File: config.mk
export PLATFORM = sky130hd
export DESIGN_NAME = btc_nonce_scheduler
export DESIGN_NICKNAME = d
export VERILOG_FILES = /design/src/rtl/btc_nonce_scheduler.sv
export SDC_FILE = /design/constraint.sdc
export NUM_CORES = 1
export LEC_CHECK = 0
export BUFFER_PORTS_ARGS = -buffer_cell sky130_fd_sc_hd__buf_2
export CORE_ASPECT_RATIO = 1.25
export CORE_MARGIN = 2
export CORE_UTILIZATION = 27
export CTS_BUF_LIST = sky130_fd_sc_hd__clkbuf_4 sky130_fd_sc_hd__clkbuf_8
export CTS_CLUSTER_DIAMETER = 80
export DETAILED_ROUTE_END_ITERATION = 8
export PLACE_DENSITY_LB_ADDON = 0.25
export SLEW_MARGIN = 20
export SYNTH_ARGS = -nofsm -noshare
export SYNTH_HDL_FRONTEND = slang
export SYNTH_SLANG_ARGS = --single-unit
File: constraint.sdc
create_clock -name clk -period 5.4 [get_ports clk]
set_clock_uncertainty 0.2 [all_clocks]
set_input_delay 1.08 -clock clk [delete_from_list [all_inputs] [get_ports clk]]
set_output_delay 1.08 -clock clk [all_outputs]
set_load 0.005 [all_outputs]
File: src/rtl/btc_nonce_scheduler.sv
// Nonce-range scheduler for a one-shot miner core: launches one nonce per start,
// collects winning nonces in a show-ahead hit FIFO and reports per-job status.
module btc_nonce_scheduler #(
  parameter int HIT_DEPTH      = 4,
  parameter int TIMEOUT_CYCLES = 1024
) (
  input  logic        clk,
  input  logic        wb_rst,
  input  logic        job_valid,
  output logic        job_ready,
  input  logic [31:0] job_nonce_first,
  input  logic [31:0] job_nonce_last,
  input  logic        cfg_stop_on_hit,
  input  logic        abort,
  output logic        core_start,
  output logic [31:0] core_nonce_in,
  output logic        core_use_nonce_in,
  output logic        core_oneshot,
  input  logic        core_done,
  input  logic        core_nonce_found,
  input  logic [31:0] core_nonce_out,
  output logic        hit_valid,
  output logic [31:0] hit_nonce,
  input  logic        hit_ready,
  output logic        hit_overflow,
  output logic        busy,
  output logic        job_done,
  output logic [1:0]  job_status,
  output logic [31:0] nonces_tried
);
  localparam int AW = $clog2(HIT_DEPTH);
  localparam int PW = AW + 1;
  localparam int TW = $clog2(TIMEOUT_CYCLES + 1);
  localparam logic [PW-1:0] PONE = PW'(1);
  localparam logic [TW-1:0] TONE = TW'(1);
  localparam logic [TW-1:0] TLAST = TW'(TIMEOUT_CYCLES - 1);

  typedef enum logic [1:0] {S_IDLE, S_LAUNCH, S_WAIT, S_FINISH} state_e;
  typedef enum logic [1:0] {ST_COMPLETE, ST_HIT_STOP, ST_ABORTED, ST_TIMEOUT} status_e;

  state_e        state_q, state_d;
  status_e       status_q, status_d;
  logic [31:0]   cur_q, cur_d, last_q, last_d, tried_q, tried_d;
  logic          stop_q, stop_d, ovf_q, ovf_d;
  logic [TW-1:0] timer_q, timer_d;
  logic [PW-1:0] wr_ptr_q, wr_ptr_d, rd_ptr_q, rd_ptr_d;
  logic [31:0]   mem_q [HIT_DEPTH];
  logic          push, pop, full, empty, wr_en;

  assign empty = (wr_ptr_q == rd_ptr_q);
  assign full  = (wr_ptr_q[AW] != rd_ptr_q[AW]) && (wr_ptr_q[AW-1:0] == rd_ptr_q[AW-1:0]);
  assign pop   = !empty && hit_ready;
  // A pop frees a slot in the same cycle, so a push into a full FIFO still lands.
  assign wr_en = push && (!full || pop);

  always_comb begin
    state_d  = state_q;
    status_d = status_q;
    cur_d    = cur_q;
    last_d   = last_q;
    stop_d   = stop_q;
    tried_d  = tried_q;
    ovf_d    = ovf_q;
    timer_d  = timer_q;
    push     = 1'b0;
    case (state_q)
      S_IDLE: if (job_valid) begin
        cur_d   = job_nonce_first;
        last_d  = job_nonce_last;
        stop_d  = cfg_stop_on_hit;
        tried_d = '0;
        ovf_d   = 1'b0;
        state_d = S_LAUNCH;
      end
      S_LAUNCH: begin
        timer_d = '0;
        if (abort) begin
          status_d = ST_ABORTED;
          state_d  = S_FINISH;
        end else begin
          state_d = S_WAIT;
        end
      end
      S_WAIT: begin
        timer_d = timer_q + TONE;
        if (abort) begin
          status_d = ST_ABORTED;
          state_d  = S_FINISH;
        end else if (core_done) begin
          tried_d = tried_q + 32'd1;
          if (core_nonce_found) begin
            push = 1'b1;
            if (full && !pop) ovf_d = 1'b1;
          end
          if (core_nonce_found && stop_q) begin
            status_d = ST_HIT_STOP;
            state_d  = S_FINISH;
          end else if (cur_q == last_q) begin
            status_d = ST_COMPLETE;
            state_d  = S_FINISH;
          end else begin
            cur_d   = cur_q + 32'd1;
            state_d = S_LAUNCH;
          end
        end else if (timer_q == TLAST) begin
          status_d = ST_TIMEOUT;
          state_d  = S_FINISH;
        end
      end
      S_FINISH: state_d = S_IDLE;
      default:  state_d = S_IDLE;
    endcase
    wr_ptr_d = wr_en ? wr_ptr_q + PONE : wr_ptr_q;
    rd_ptr_d = pop ? rd_ptr_q + PONE : rd_ptr_q;
  end

  always_ff @(posedge clk) begin
    if (wb_rst) begin
      state_q  <= S_IDLE;
      status_q <= ST_COMPLETE;
      cur_q    <= '0;
      last_q   <= '0;
      stop_q   <= 1'b0;
      tried_q  <= '0;
      ovf_q    <= 1'b0;
      timer_q  <= '0;
      wr_ptr_q <= '0;
      rd_ptr_q <= '0;
    end else begin
      state_q  <= state_d;
      status_q <= status_d;
      cur_q    <= cur_d;
      last_q   <= last_d;
      stop_q   <= stop_d;
      tried_q  <= tried_d;
      ovf_q    <= ovf_d;
      timer_q  <= timer_d;
      wr_ptr_q <= wr_ptr_d;
      rd_ptr_q <= rd_ptr_d;
    end
  end

  always_ff @(posedge clk) begin
    if (wr_en && !wb_rst) mem_q[wr_ptr_q[AW-1:0]] <= core_nonce_out;
  end

  assign job_ready         = (state_q == S_IDLE);
  assign busy              = (state_q != S_IDLE);
  assign core_start        = (state_q == S_LAUNCH);
  assign job_done          = (state_q == S_FINISH);
  assign core_nonce_in     = cur_q;
  assign core_use_nonce_in = 1'b1;
  assign core_oneshot      = 1'b1;
  assign hit_valid         = !empty;
  assign hit_nonce         = empty ? 32'd0 : mem_q[rd_ptr_q[AW-1:0]];
  assign hit_overflow      = ovf_q;
  assign job_status        = status_q;
  assign nonces_tried      = tried_q;
endmodule

After elaboration in Yosys (flattened, before gate mapping) --
Memories as Yosys holds them, arrays and structs flattened. A register that Yosys moved wholly into a read port is not among the register bits. Cells that the tools add are included.
Word-level totals: memories kept 1, bits in registers 119, bits in writable memories 128, output and inout bits 106, word-level logic and storage cells 95
Operators by class: reductions and logical operators 21, eq/ne operators 18, mux-type cells 40, add/subtract/negate cells 5
Memories:
- mem_q | depth 4, width 32, read ports 1, clocked after Yosys merged registers in 1, write ports 1, line 47 | logic [31:0] mem_q [HIT_DEPTH];
Operator list (number):
- two-way mux 32 bit | 9
- one-hot mux 32 bit (2 select lines) | 2
- adder 32 x 1 -> 32 bit (second input constant) | 2
- equality test 32 bit | 1
- two-way mux 2 bit | 13
- one-hot mux 11 bit (2 select lines) | 1
- != test 2 bit (second input constant) | 8
- two-way mux 1 bit | 12
- AND reduction 6 bit | 2
- adder 11 x 1 -> 11 bit (second input constant) | 1
- equality test 11 x 10 -> 1 bit (second input constant) | 1
- one-hot mux 2 bit (4 select lines) | 1
- AND reduction 4 bit | 2
- adder 3 x 1 -> 3 bit (second input constant) | 2
- logical AND 1 bit | 6
- nonzero test 2 bit | 3
- != test 5 bit (second input constant) | 1
- equality test 2 bit (second input constant) | 2
- logical NOT 1 bit | 4
- != test 4 bit (second input constant) | 1
- one-hot mux 2 bit (2 select lines) | 1
- AND reduction 2 bit | 2
- equality test 3 bit | 1
- equality test 2 x 1 -> 1 bit (second input constant) | 1
- other kinds (5) | 5

Logic depth before layout (Yosys ltp) --
word-level depth 10, mapped depth 11

Worst setup path before layout --
No wires, ideal clock.
path kind input-to-reg, from input port wb_rst, to memory mem_q[3][0], enable pin, arrival time 3.889 ns, slack 0.850 ns, stages 4, library setup time 0.461 ns, cells stage by stage clkbuf_1 -> clkbuf_1 -> clkbuf_1 -> nor3_1
On the way: longest elaborated chain between the ends 4
RTL lines:
- from (decl) | line 8 | input logic wb_rst,
- logical NOT 1 bit | line 144 | if (wr_en && !wb_rst) mem_q[wr_ptr_q[AW-1:0]] <= core_nonce_out;
- logical AND 1 bit | line 144
- two-way mux 1 bit | line 144
- two-way mux 1 bit (not written as such) | line 144
- to (decl) | line 47
Every way passes these cells.

==> metrics.txt <==
CP startpoint kind register; DR vias/cell 4.73; P_sw 1.32 mW; Fin Setup TNS 0 ns; pin count of the biggest net entering global routing 64; Synth top area share 34.2%; Post-DP HPWL 21900 um; class of the worst hold path reg2reg; hold path startpoint hit_overflow; WL/cell 18.0 um; R2R Setup Slk 1.86 ns; # setup viols final 0; worst-skew pair later-pin latency 0.57 ns; global-route wire length before repair 50200 um; post-synthesis async set-or-reset flop share 0%; yosys warns 0; fin. max-slew vios 0; RR Startpoint state_q[0]; Flop pwr share 47.7%; GRT Util Overall 14.8%; synth-to-layout area growth 22.0%; post-CTS setup repair buffer count 0; vias in the first global route 8564; Die Span Y 232 um; Port Buffers 207; Post-CTS Resized 0; worst vdd rail ir drop 0.000145 V; # hold bufs at CTS 0; maximum fanout along the worst path 20; family with the most delay on the worst path flip-flops; Mean Syn Cell Area 11.2 sq um; top-count cell post-synth edfxtp_1; nets 1332; critical path, cell by cell buf_4, mux4_2, and2_1, buf_2; worst path buffer plus inverter count 2; Row Count 83; drt initial violations 509; crit-path max cell delay 0.84 ns; TritonCTS clock tree done; final hold violation count 0; layout cells sized above 1 27.8%; Tcrit/Tclk final 73.3%; clock period minus worst slack 3.96 ns; status completed; register area share after synthesis 55.7%; Root Buffer Master clkbuf_8; residual DRC count 0; Post-synth EDFFs 128; end of the worst hold path hit_overflow; worst hold path depth 2; CTS buffer count 43; RSZ-0062 raised after global routing no; largest area contributor in the synthesized netlist edfxtp_1; Die Area 43300 sq um; dominant synthesized flop cell edfxtp_1; Crit path depth 4; top post-synthesis cells by area edfxtp_1, dfxtp_1, mux4_2, nand2_1, xor2_1; Synth Register Bits 249; H-tree depth 2; Combinational Power Share 14.2%; worst hold slack 0.262 ns; max_cap viols 0; Slowest cell on crit path dfxtp_2; routability cong. 0.811; FF-to-FF End nonces_tried[26]; R2R cell count 9; WP data arrival 2.68 ns; Synth Instances 1009; Crit Path Class reg2out; worst rel slew slack 28.2%; Fmax 253 MHz; Post-Route WL 32500 um; PD cells 332 nW/um^2; core area 41100 sq um; chip width 187 um; Remaining Overflow, GRT 0; Worst-Margin Slew 1.07 ns; clock sink count 249; CTS clk-pin slew, worst paths 0.06 ns; Routed Antenna Nets 0; via count 8537; drt pass-1 iters 5; CP required 4.12 ns; clock group share of total power 38.1%; Sw Ratio 28.9%; Starting Density 27.4%; synth unique cells 65; io pins 210; synth cell count leaders edfxtp_1, nand2_1, dfxtp_1; initial antenna violation count 5; Power Internal 3.24 mW; crit path capture type output pin; Mapped Area 11300 sq um; Leakage 5.15 nW; Power, Total 4.56 mW; Clock Path Buffers 3
-- routing by layer --
layer,part of all wire (%),global-route usage (%)
met5,0.16,0
met2,47,24.4
met1,43,18.4
met3,7.7,4.61
met4,2.2,4.59
-- state kept, by name, summed over array words and instances, names as in the netlist, named ones only --
name and flops:
mem_q 128, core_nonce_in 32, last_q 32, nonces_tried 32
timer_q 11, rd_ptr_q 3, wr_ptr_q 3, job_status 2
state_q 2, hit_overflow 1, stop_q 1
-- worst reg2reg max path, stage by stage (launching register included) --
cell and delay [ns]:
dfxtp_1 0.36, inv_1 0.12, ha_2 0.19, buf_4 0.53, nand3b_1 0.38, a2111oi_4 0.55
nand4_1 0.48, nor3_1 0.36, xnor2_1 0.17, nor2_1 0.05
-- placed cells by master, fill, tap and decap left out, types with 11 or more instances in the layout --
cell type	instances
a21oi_1	64
a31oi_1	14
and2_1	41
and3_1	15
buf_2	206
buf_4	17
clkbuf_4	14
clkbuf_8	46
dfxtp_1	119
edfxtp_1	128
ha_1	11
inv_1	23
mux4_2	32
nand2_1	125
nand3_1	37
nand4_1	23
nor2_1	63
nor3_1	18
o21ai_0	17
xnor2_1	18
xor2_1	52
-- power by group through the flow --
stage	registers (mW)	logic, mW	clock network, mW
final	2.17	0.646	1.74
after global routing	2.19	0.714	1.90
after CTS	2.17	0.656	1.81
after detailed placement	2.21	0.654	0
after global placement	2.21	0.648	0
after floorplan	2.17	0.404	0
-- worst max path at each step --
stage,start,to,slack (ns)
after global placement,job_valid,nonces_tried[30],1.72
after detailed placement,job_valid,nonces_tried[7],1.71
after floorplan,wb_rst,mem_q[3][0],0.85
final,register,hit_nonce[15],1.44
after global routing,register,hit_nonce[6],1.21
after CTS,register,hit_nonce[15],1.30
-- through the flow --
stage | setup WS (ns) | utilization [%] | cell area (sq um) | instances
floorplan | 0.850 | - | 11300 | 1010
CTS | 1.30 | 33.4 | 13700 | 1802
finish | 1.44 | 33.4 | 13700 | 1804
detailed placement | 1.71 | 31.3 | 12900 | 1723
global placement | 1.72 | 31.3 | 12900 | 1723
global route | 1.21 | 33.4 | 13700 | 1802
-- logic make-up (layout without fill, tap and decap cells) --
| family | count (synthesis) | in the layout | share of synthesized area, % |
|---|---|---|---|
| flip-flops | 249 | 249 | 55.7 |
| multiplexers | 42 | 42 | 7.33 |
| AND/OR/NAND/NOR | 387 | 387 | 17.4 |
| buffers and inverters | 85 | 325 | 3.07 |
| adder cells (fa/ha/maj) | 12 | 12 | 1.33 |
| AO/OA/AOI/OAI | 163 | 163 | 9.75 |
| other | 1 | 4 | 0.0333 |
| XOR/XNOR | 70 | 70 | 5.45 |
-- final cells by class --
type                    count  area, sq um
diodes                      2         5.00
fillers                  4280        27400
clock buffers              60          738
flip-flops and latches    249         6270
multi-input cells         676         4660
clock inverters            19          121
repair buffers            223         1160
inverters                  23         86.3
well taps                 552          691
(Power assumes the default switching activity.)
